--- src/rtl/ps2_keys_pkg.sv ---
// rtl/ps2_keys_pkg.sv - state encodings, scan-code/ASCII constants and key lookup for the PS/2 note decoder
package ps2_keys_pkg;

  typedef enum logic [1:0] {RX_IDLE, RX_DATA, RX_PARITY, RX_STOP} rx_state_t;
  typedef enum logic [1:0] {DEC_NORMAL, DEC_BREAK, DEC_EXT, DEC_EXT_BREAK} dec_state_t;

  typedef struct packed {
    logic       hit;
    logic [6:0] ascii;
  } key_map_t;

  localparam logic [7:0] SC_BREAK = 8'hF0;
  localparam logic [7:0] SC_EXT   = 8'hE0;

  localparam logic [7:0] SC_Q = 8'h15;
  localparam logic [7:0] SC_W = 8'h1D;
  localparam logic [7:0] SC_E = 8'h24;
  localparam logic [7:0] SC_R = 8'h2D;
  localparam logic [7:0] SC_T = 8'h2C;
  localparam logic [7:0] SC_Y = 8'h35;
  localparam logic [7:0] SC_U = 8'h3C;
  localparam logic [7:0] SC_I = 8'h43;
  localparam logic [7:0] SC_O = 8'h44;
  localparam logic [7:0] SC_P = 8'h4D;
  localparam logic [7:0] SC_A = 8'h1C;
  localparam logic [7:0] SC_S = 8'h1B;
  localparam logic [7:0] SC_D = 8'h23;
  localparam logic [7:0] SC_F = 8'h2B;
  localparam logic [7:0] SC_G = 8'h34;
  localparam logic [7:0] SC_H = 8'h33;
  localparam logic [7:0] SC_J = 8'h3B;
  localparam logic [7:0] SC_K = 8'h42;
  localparam logic [7:0] SC_L = 8'h4B;

  localparam logic [6:0] ASCII_Q = 7'd81;
  localparam logic [6:0] ASCII_W = 7'd87;
  localparam logic [6:0] ASCII_E = 7'd69;
  localparam logic [6:0] ASCII_R = 7'd82;
  localparam logic [6:0] ASCII_T = 7'd84;
  localparam logic [6:0] ASCII_Y = 7'd89;
  localparam logic [6:0] ASCII_U = 7'd85;
  localparam logic [6:0] ASCII_I = 7'd73;
  localparam logic [6:0] ASCII_O = 7'd79;
  localparam logic [6:0] ASCII_P = 7'd80;
  localparam logic [6:0] ASCII_A = 7'd65;
  localparam logic [6:0] ASCII_S = 7'd83;
  localparam logic [6:0] ASCII_D = 7'd68;
  localparam logic [6:0] ASCII_F = 7'd70;
  localparam logic [6:0] ASCII_G = 7'd71;
  localparam logic [6:0] ASCII_H = 7'd72;
  localparam logic [6:0] ASCII_J = 7'd74;
  localparam logic [6:0] ASCII_K = 7'd75;
  localparam logic [6:0] ASCII_L = 7'd76;

  function automatic key_map_t map_scan(input logic [7:0] code);
    key_map_t m;
    m = '{hit: 1'b1, ascii: 7'd0};
    case (code)
      SC_Q: m.ascii = ASCII_Q;
      SC_W: m.ascii = ASCII_W;
      SC_E: m.ascii = ASCII_E;
      SC_R: m.ascii = ASCII_R;
      SC_T: m.ascii = ASCII_T;
      SC_Y: m.ascii = ASCII_Y;
      SC_U: m.ascii = ASCII_U;
      SC_I: m.ascii = ASCII_I;
      SC_O: m.ascii = ASCII_O;
      SC_P: m.ascii = ASCII_P;
      SC_A: m.ascii = ASCII_A;
      SC_S: m.ascii = ASCII_S;
      SC_D: m.ascii = ASCII_D;
      SC_F: m.ascii = ASCII_F;
      SC_G: m.ascii = ASCII_G;
      SC_H: m.ascii = ASCII_H;
      SC_J: m.ascii = ASCII_J;
      SC_K: m.ascii = ASCII_K;
      SC_L: m.ascii = ASCII_L;
      default: m.hit = 1'b0;
    endcase
    return m;
  endfunction

endpackage

--- src/rtl/ps2_frame_rx.sv ---
// rtl/ps2_frame_rx.sv - PS/2 pin synchronizer and 11-bit frame receiver with odd parity and inactivity timeout
module ps2_frame_rx
  import ps2_keys_pkg::*;
#(
  parameter int TIMEOUT_CYCLES = 50000
) (
  input  logic       clock,
  input  logic       resetn,
  input  logic       ps2_clk,
  input  logic       ps2_dat,
  output logic       byte_rdy,
  output logic [7:0] byte_data,
  output logic       frame_err
);

  localparam int TW = $clog2(TIMEOUT_CYCLES + 1);
  localparam logic [TW-1:0] T_MAX = TW'(TIMEOUT_CYCLES);

  logic [1:0]    clk_sync;
  logic [1:0]    dat_sync;
  logic          clk_prev;
  logic          fall;
  logic          dat;
  rx_state_t     state;
  logic [2:0]    bit_cnt;
  logic [7:0]    shift_reg;
  logic          parity_ok;
  logic [TW-1:0] tcnt;

  assign fall = clk_prev & ~clk_sync[1];
  assign dat  = dat_sync[1];

  always_ff @(posedge clock or negedge resetn) begin
    if (!resetn) begin
      clk_sync  <= 2'b11;
      dat_sync  <= 2'b11;
      clk_prev  <= 1'b1;
      state     <= RX_IDLE;
      bit_cnt   <= 3'd0;
      shift_reg <= 8'd0;
      parity_ok <= 1'b0;
      tcnt      <= '0;
      byte_rdy  <= 1'b0;
      byte_data <= 8'd0;
      frame_err <= 1'b0;
    end else begin
      clk_sync <= {clk_sync[0], ps2_clk};
      dat_sync <= {dat_sync[0], ps2_dat};
      clk_prev <= clk_sync[1];
      byte_rdy  <= 1'b0;
      frame_err <= 1'b0;

      if (state == RX_IDLE || fall) tcnt <= '0;
      else if (tcnt != T_MAX) tcnt <= tcnt + 1'b1;

      // A stalled frame is abandoned even if an edge arrives in the same cycle.
      if (state != RX_IDLE && tcnt == T_MAX) begin
        state     <= RX_IDLE;
        frame_err <= 1'b1;
      end else if (fall) begin
        case (state)
          RX_IDLE: begin
            if (!dat) begin
              state   <= RX_DATA;
              bit_cnt <= 3'd0;
            end else begin
              frame_err <= 1'b1;
            end
          end
          RX_DATA: begin
            shift_reg <= {dat, shift_reg[7:1]};
            bit_cnt   <= bit_cnt + 3'd1;
            if (bit_cnt == 3'd7) state <= RX_PARITY;
          end
          RX_PARITY: begin
            parity_ok <= ^{shift_reg, dat};
            state     <= RX_STOP;
          end
          RX_STOP: begin
            if (dat && parity_ok) begin
              byte_rdy  <= 1'b1;
              byte_data <= shift_reg;
            end else begin
              frame_err <= 1'b1;
            end
            state <= RX_IDLE;
          end
          default: state <= RX_IDLE;
        endcase
      end
    end
  end

endmodule

--- src/rtl/ps2_key_decoder.sv ---
// rtl/ps2_key_decoder.sv - scan-code set 2 make/break decoder producing the held note key as ASCII
module ps2_key_decoder
  import ps2_keys_pkg::*;
#(
  parameter int TIMEOUT_CYCLES = 50000
) (
  input  logic       clock,
  input  logic       resetn,
  input  logic       ps2_clk,
  input  logic       ps2_dat,
  output logic [6:0] ascii_val,
  output logic       key_valid,
  output logic       frame_err
);

  logic       byte_rdy;
  logic [7:0] byte_data;
  logic       rx_err;
  key_map_t   key;
  dec_state_t dec_state;

  ps2_frame_rx #(.TIMEOUT_CYCLES(TIMEOUT_CYCLES)) u_rx (
    .clock     (clock),
    .resetn    (resetn),
    .ps2_clk   (ps2_clk),
    .ps2_dat   (ps2_dat),
    .byte_rdy  (byte_rdy),
    .byte_data (byte_data),
    .frame_err (rx_err)
  );

  assign key = map_scan(byte_data);

  // frame_err is re-registered so it lands in the same cycle as a decoded key would.
  always_ff @(posedge clock or negedge resetn) begin
    if (!resetn) begin
      dec_state <= DEC_NORMAL;
      ascii_val <= 7'd0;
      key_valid <= 1'b0;
      frame_err <= 1'b0;
    end else begin
      key_valid <= 1'b0;
      frame_err <= rx_err;
      if (byte_rdy) begin
        case (dec_state)
          DEC_NORMAL: begin
            if (byte_data == SC_BREAK) dec_state <= DEC_BREAK;
            else if (byte_data == SC_EXT) dec_state <= DEC_EXT;
            else if (key.hit && key.ascii != ascii_val) begin
              ascii_val <= key.ascii;
              key_valid <= 1'b1;
            end
          end
          DEC_BREAK: begin
            if (key.hit && key.ascii == ascii_val) ascii_val <= 7'd0;
            dec_state <= DEC_NORMAL;
          end
          DEC_EXT: dec_state <= (byte_data == SC_BREAK) ? DEC_EXT_BREAK : DEC_NORMAL;
          default: dec_state <= DEC_NORMAL;
        endcase
      end
    end
  end

endmodule
--- config.mk ---
export PLATFORM = sky130hd
export DESIGN_NAME = ps2_key_decoder
export DESIGN_NICKNAME = d
export VERILOG_FILES = /design/src/rtl/ps2_keys_pkg.sv /design/src/rtl/ps2_frame_rx.sv /design/src/rtl/ps2_key_decoder.sv
export SDC_FILE = /design/constraint.sdc
export NUM_CORES = 1
export LEC_CHECK = 0
export ABC_AREA = 1
export BUFFER_PORTS_ARGS = -buffer_cell sky130_fd_sc_hd__buf_2
export CAP_MARGIN = 40
export CORE_MARGIN = 2
export CORE_UTILIZATION = 65
export CTS_CLUSTER_DIAMETER = 200
export DETAILED_ROUTE_END_ITERATION = 8
export PLACE_DENSITY = 0.83
export SLEW_MARGIN = 40
export SYNTH_ARGS = -nofsm -noshare
export SYNTH_HDL_FRONTEND = slang
export SYNTH_SLANG_ARGS = --single-unit
--- constraint.sdc ---
create_clock -name clock -period 4.2 [get_ports clock]
set_input_delay 0.21 -clock clock [delete_from_list [all_inputs] [get_ports clock]]
set_output_delay 0.21 -clock clock [all_outputs]
set_load 0.02 [all_outputs]
==> run_results.csv <==
group,metric,value,unit
synthesis,netlist_top_cells_count,"109 x nand2_1, 60 x inv_1, 52 x nor2_1, 50 x dfrtp_1, 31 x o21ai_0",
worst_setup_path,cp_slowest_cell,"dfrtp_1",
die,fp.dieW,74.2,um
worst_setup_path,endpoint_kind,"flop",
cells_and_area,multi_input_area,1560,um2
synthesis,async_flop_share,1.00,
routing,drt_iter0_drc,186,
die,core,4720,um2
timing,max_freq,482,MHz
routing,vias,2725,
global_routing,grt_pass1_wl,10.4,mm
cells_and_area,diodes,0,
cells_and_area,drive_gt1_frac,0.126,
timing,relSlewSlack,0.554,
cts,numCtsBuffers,5,
global_routing,grt_max_degree,56,
timing,finClkSkew,8.49,ps
status,status,"complete, no violations",
worst_setup_path,rr_endpoint,"ascii_val[2]",
synthesis,yosysMostFrequentCell,"nand2_1",
worst_setup_path,worstPathCellList,"inv_2, nand2_2, nor2_1, nand2_1, nand2_1, nor2_1, nand3_1, nand2_1, inv_1, nand2_1, nor2_1, nand3_1, nand2_4, nand3_4, nand2_1, nand2_1",
worst_setup_path,startpoint_type,"flop",
worst_setup_path,cpPeakStageDelay,430,ps
timing,tns,0,ps
synthesis,synthCells,432,
timing,tightest_slew,668,ps
die,ioPinCount,13,
place,place.port_buffers,11,
synthesis,postSynthNetCount,444,
synthesis,synth_edf_count,0,
synthesis,syn_avg_cell_area,7.42,um2
cts,path_clk_slew,100,ps
cells_and_area,nFillCells,358,
worst_setup_path,path_class,"flop to flop",
timing,drv_slew,0,
synthesis,yosys.area.top_type,"dfrtp_1",
worst_setup_path,critical-path-top-delay-family,"simple AND/OR/NAND/NOR gates",
die,start_util,0.678,
timing,fin_crit_sh,0.494,
flow_run,cap_violations,0,
pwr,p_leak,1.76,nW
timing,hold_violations,0,
routing,drc,0,
worst_setup_path,reg2reg_setup_slack,2130,ps
cells_and_area,stdcell_area,3460,um2
worst_setup_path,cp_max_fo,6,
synthesis,ys_seq_area_frac,0.431,
global_routing,overflow,0,
worst_hold_path,min_path_type,"input port to asynchronous set/reset pin",
cells_and_area,syn2layout_area_growth,7.93,%
timing,fin_crit,2070,ps
synthesis,synthFlopType,"dfrtp_1",
worst_setup_path,arrival,2290,ps
die,die_h,74.2,um
synthesis,ys_types,33,
global_routing,antenna_found_initial,0,
cts,cts_max_path_buffers,2,
place,hpwl,4.65,mm
routing,firstDrtPassIters,4,
cells_and_area,largest_reg_flops,16,
cts,clockRootBuffer,"clkbuf_8",
cells_and_area,seq_area,1380,um2
routing,avgRoutedWirePerCell,11.7,um
die,die-area,5510,um2
cts,htreeDepth,2,
pwr,cellPowerDensity,388,nW/um2
cts,clock-sinks,55,
synthesis,synth-seq-cells,55,
timing,rsz0062_at_grt,"false",
worst_setup_path,cpMostUsedCell,"nand2_1",
pwr,ir_drop,0.320,mV
synthesis,synth_area,3200,um2
place,place.gp.congestion,0.903,
routing,via_per_inst,5.25,
place,placed_cell_area,3340,um2
cts,cts-resized-gates,0,
synthesis,synth_top_cell_area_share,0.390,
die,fp-row-count,25,
routing,ant_nets,0,
cts,cts_tree,"yes",
cts,clock_latency,310,ps
global_routing,first_global_vias,2458,
worst_setup_path,critPathBufInv,2,
global_routing,track_usage,0.242,
worst_setup_path,reg2reg_from,"u_rx.byte_data[7]",
worst_setup_path,cp_data_required_time,4420,ps
routing,routed_wl,6.06,mm
synthesis,yosys_warnings,0,
timing,setup_viol,0,
synthesis,synth_area_leaders,"dfrtp_1 39%, nand2_1 13%, inv_1 7.0%",
cells_and_area,fin_nets,463,
worst_setup_path,reg2reg_depth,16,
cells in the final DEF (no fill, tap or decap), drive strengths merged, types with 6 or more instances in the layout:
cell and count:
ha 8, inv 68, dfrtp 50, nand2 120, xor2 6, nand4 17, nand3 20, nor4 7
a21oi 17, nor2 59, buf 13, o21ai 31
logic make-up after synthesis:
| family | count (synthesis) | synth area share |
|---|---|---|
| AO/OA/AOI/OAI | 55 | 0.0929 |
| XOR/XNOR | 11 | 0.0301 |
| adder cells (fa/ha/maj) | 8 | 0.0312 |
| buffers and inverters | 70 | 0.0832 |
| flip-flops | 55 | 0.431 |
| multiplexers | 1 | 0.00351 |
| other | 1 | 0.00117 |
| AND/OR/NAND/NOR | 231 | 0.326 |
per-layer routing:
metal / part of all wire / vias to the layer above / track usage / wire length, um
met5: 0 / - / 0 / 0
met4: 0.017 / 0 / 0.0853 / 106
met3: 0.034 / 7 / 0.0393 / 208
met2: 0.46 / 50 / 0.400 / 2790
met1: 0.49 / 1250 / 0.326 / 2950
li1: - / 1418 / - / -
worst max-delay path by stage:
stage	from	endpoint	slack, ps	cells after the start
after floorplan	u_rx.byte_data[6]	ascii_val[6]	2390	16
after global placement	u_rx.state[0]	u_rx.shift_reg[4]	2080	7
after global routing	u_rx.byte_data[7]	ascii_val[2]	1860	16
after CTS	u_rx.byte_data[4]	ascii_val[2]	2140	16
final	u_rx.byte_data[7]	ascii_val[2]	2130	16
after detailed placement	u_rx.byte_data[3]	ascii_val[2]	2160	14
power breakdown:
| group | internal [mW] | total (mW) | switching [mW] |
|---|---|---|---|
| clock network | 0.120 | 0.300 | 0.180 |
| registers | 0.608 | 0.669 | 0.0616 |
| logic | 0.148 | 0.371 | 0.223 |
| total | 0.875 | 1.34 | 0.465 |
what timing repair did:
item | CTS | global route
setup endpoints to repair | 0 | 0
endpoints found under the hold margin | 2 | 0
buffers inserted | 0 | 0
hold buffers | 2 | 0
area by class of cell:
type,count,area share
clock buffers,5,0.0199
clock inverters,3,0.00687
inverters,67,0.0727
multi-input cells,307,0.451
flip-flops and latches,55,0.400
well taps,67,0.0242
repair buffers,15,0.0253
through the flow:
| step | instances | hold WS, ps | total power, mW | worst slack [ps] | util |
|---|---|---|---|---|---|
| final | 519 | 6.07 | 1.34 | 2130 | 0.732 |
| after global routing | 519 | 86.8 | 1.44 | 1860 | 0.732 |
| after CTS | 519 | 34.3 | 1.35 | 2140 | 0.731 |
| after detailed placement | 509 | 317 | 1.05 | 2160 | 0.707 |
| after global placement | 508 | 315 | 1.04 | 2080 | 0.706 |
| after floorplan | 432 | -85.6 | 0.964 | 2390 | - |
Power figures use the tool's default switching activity.
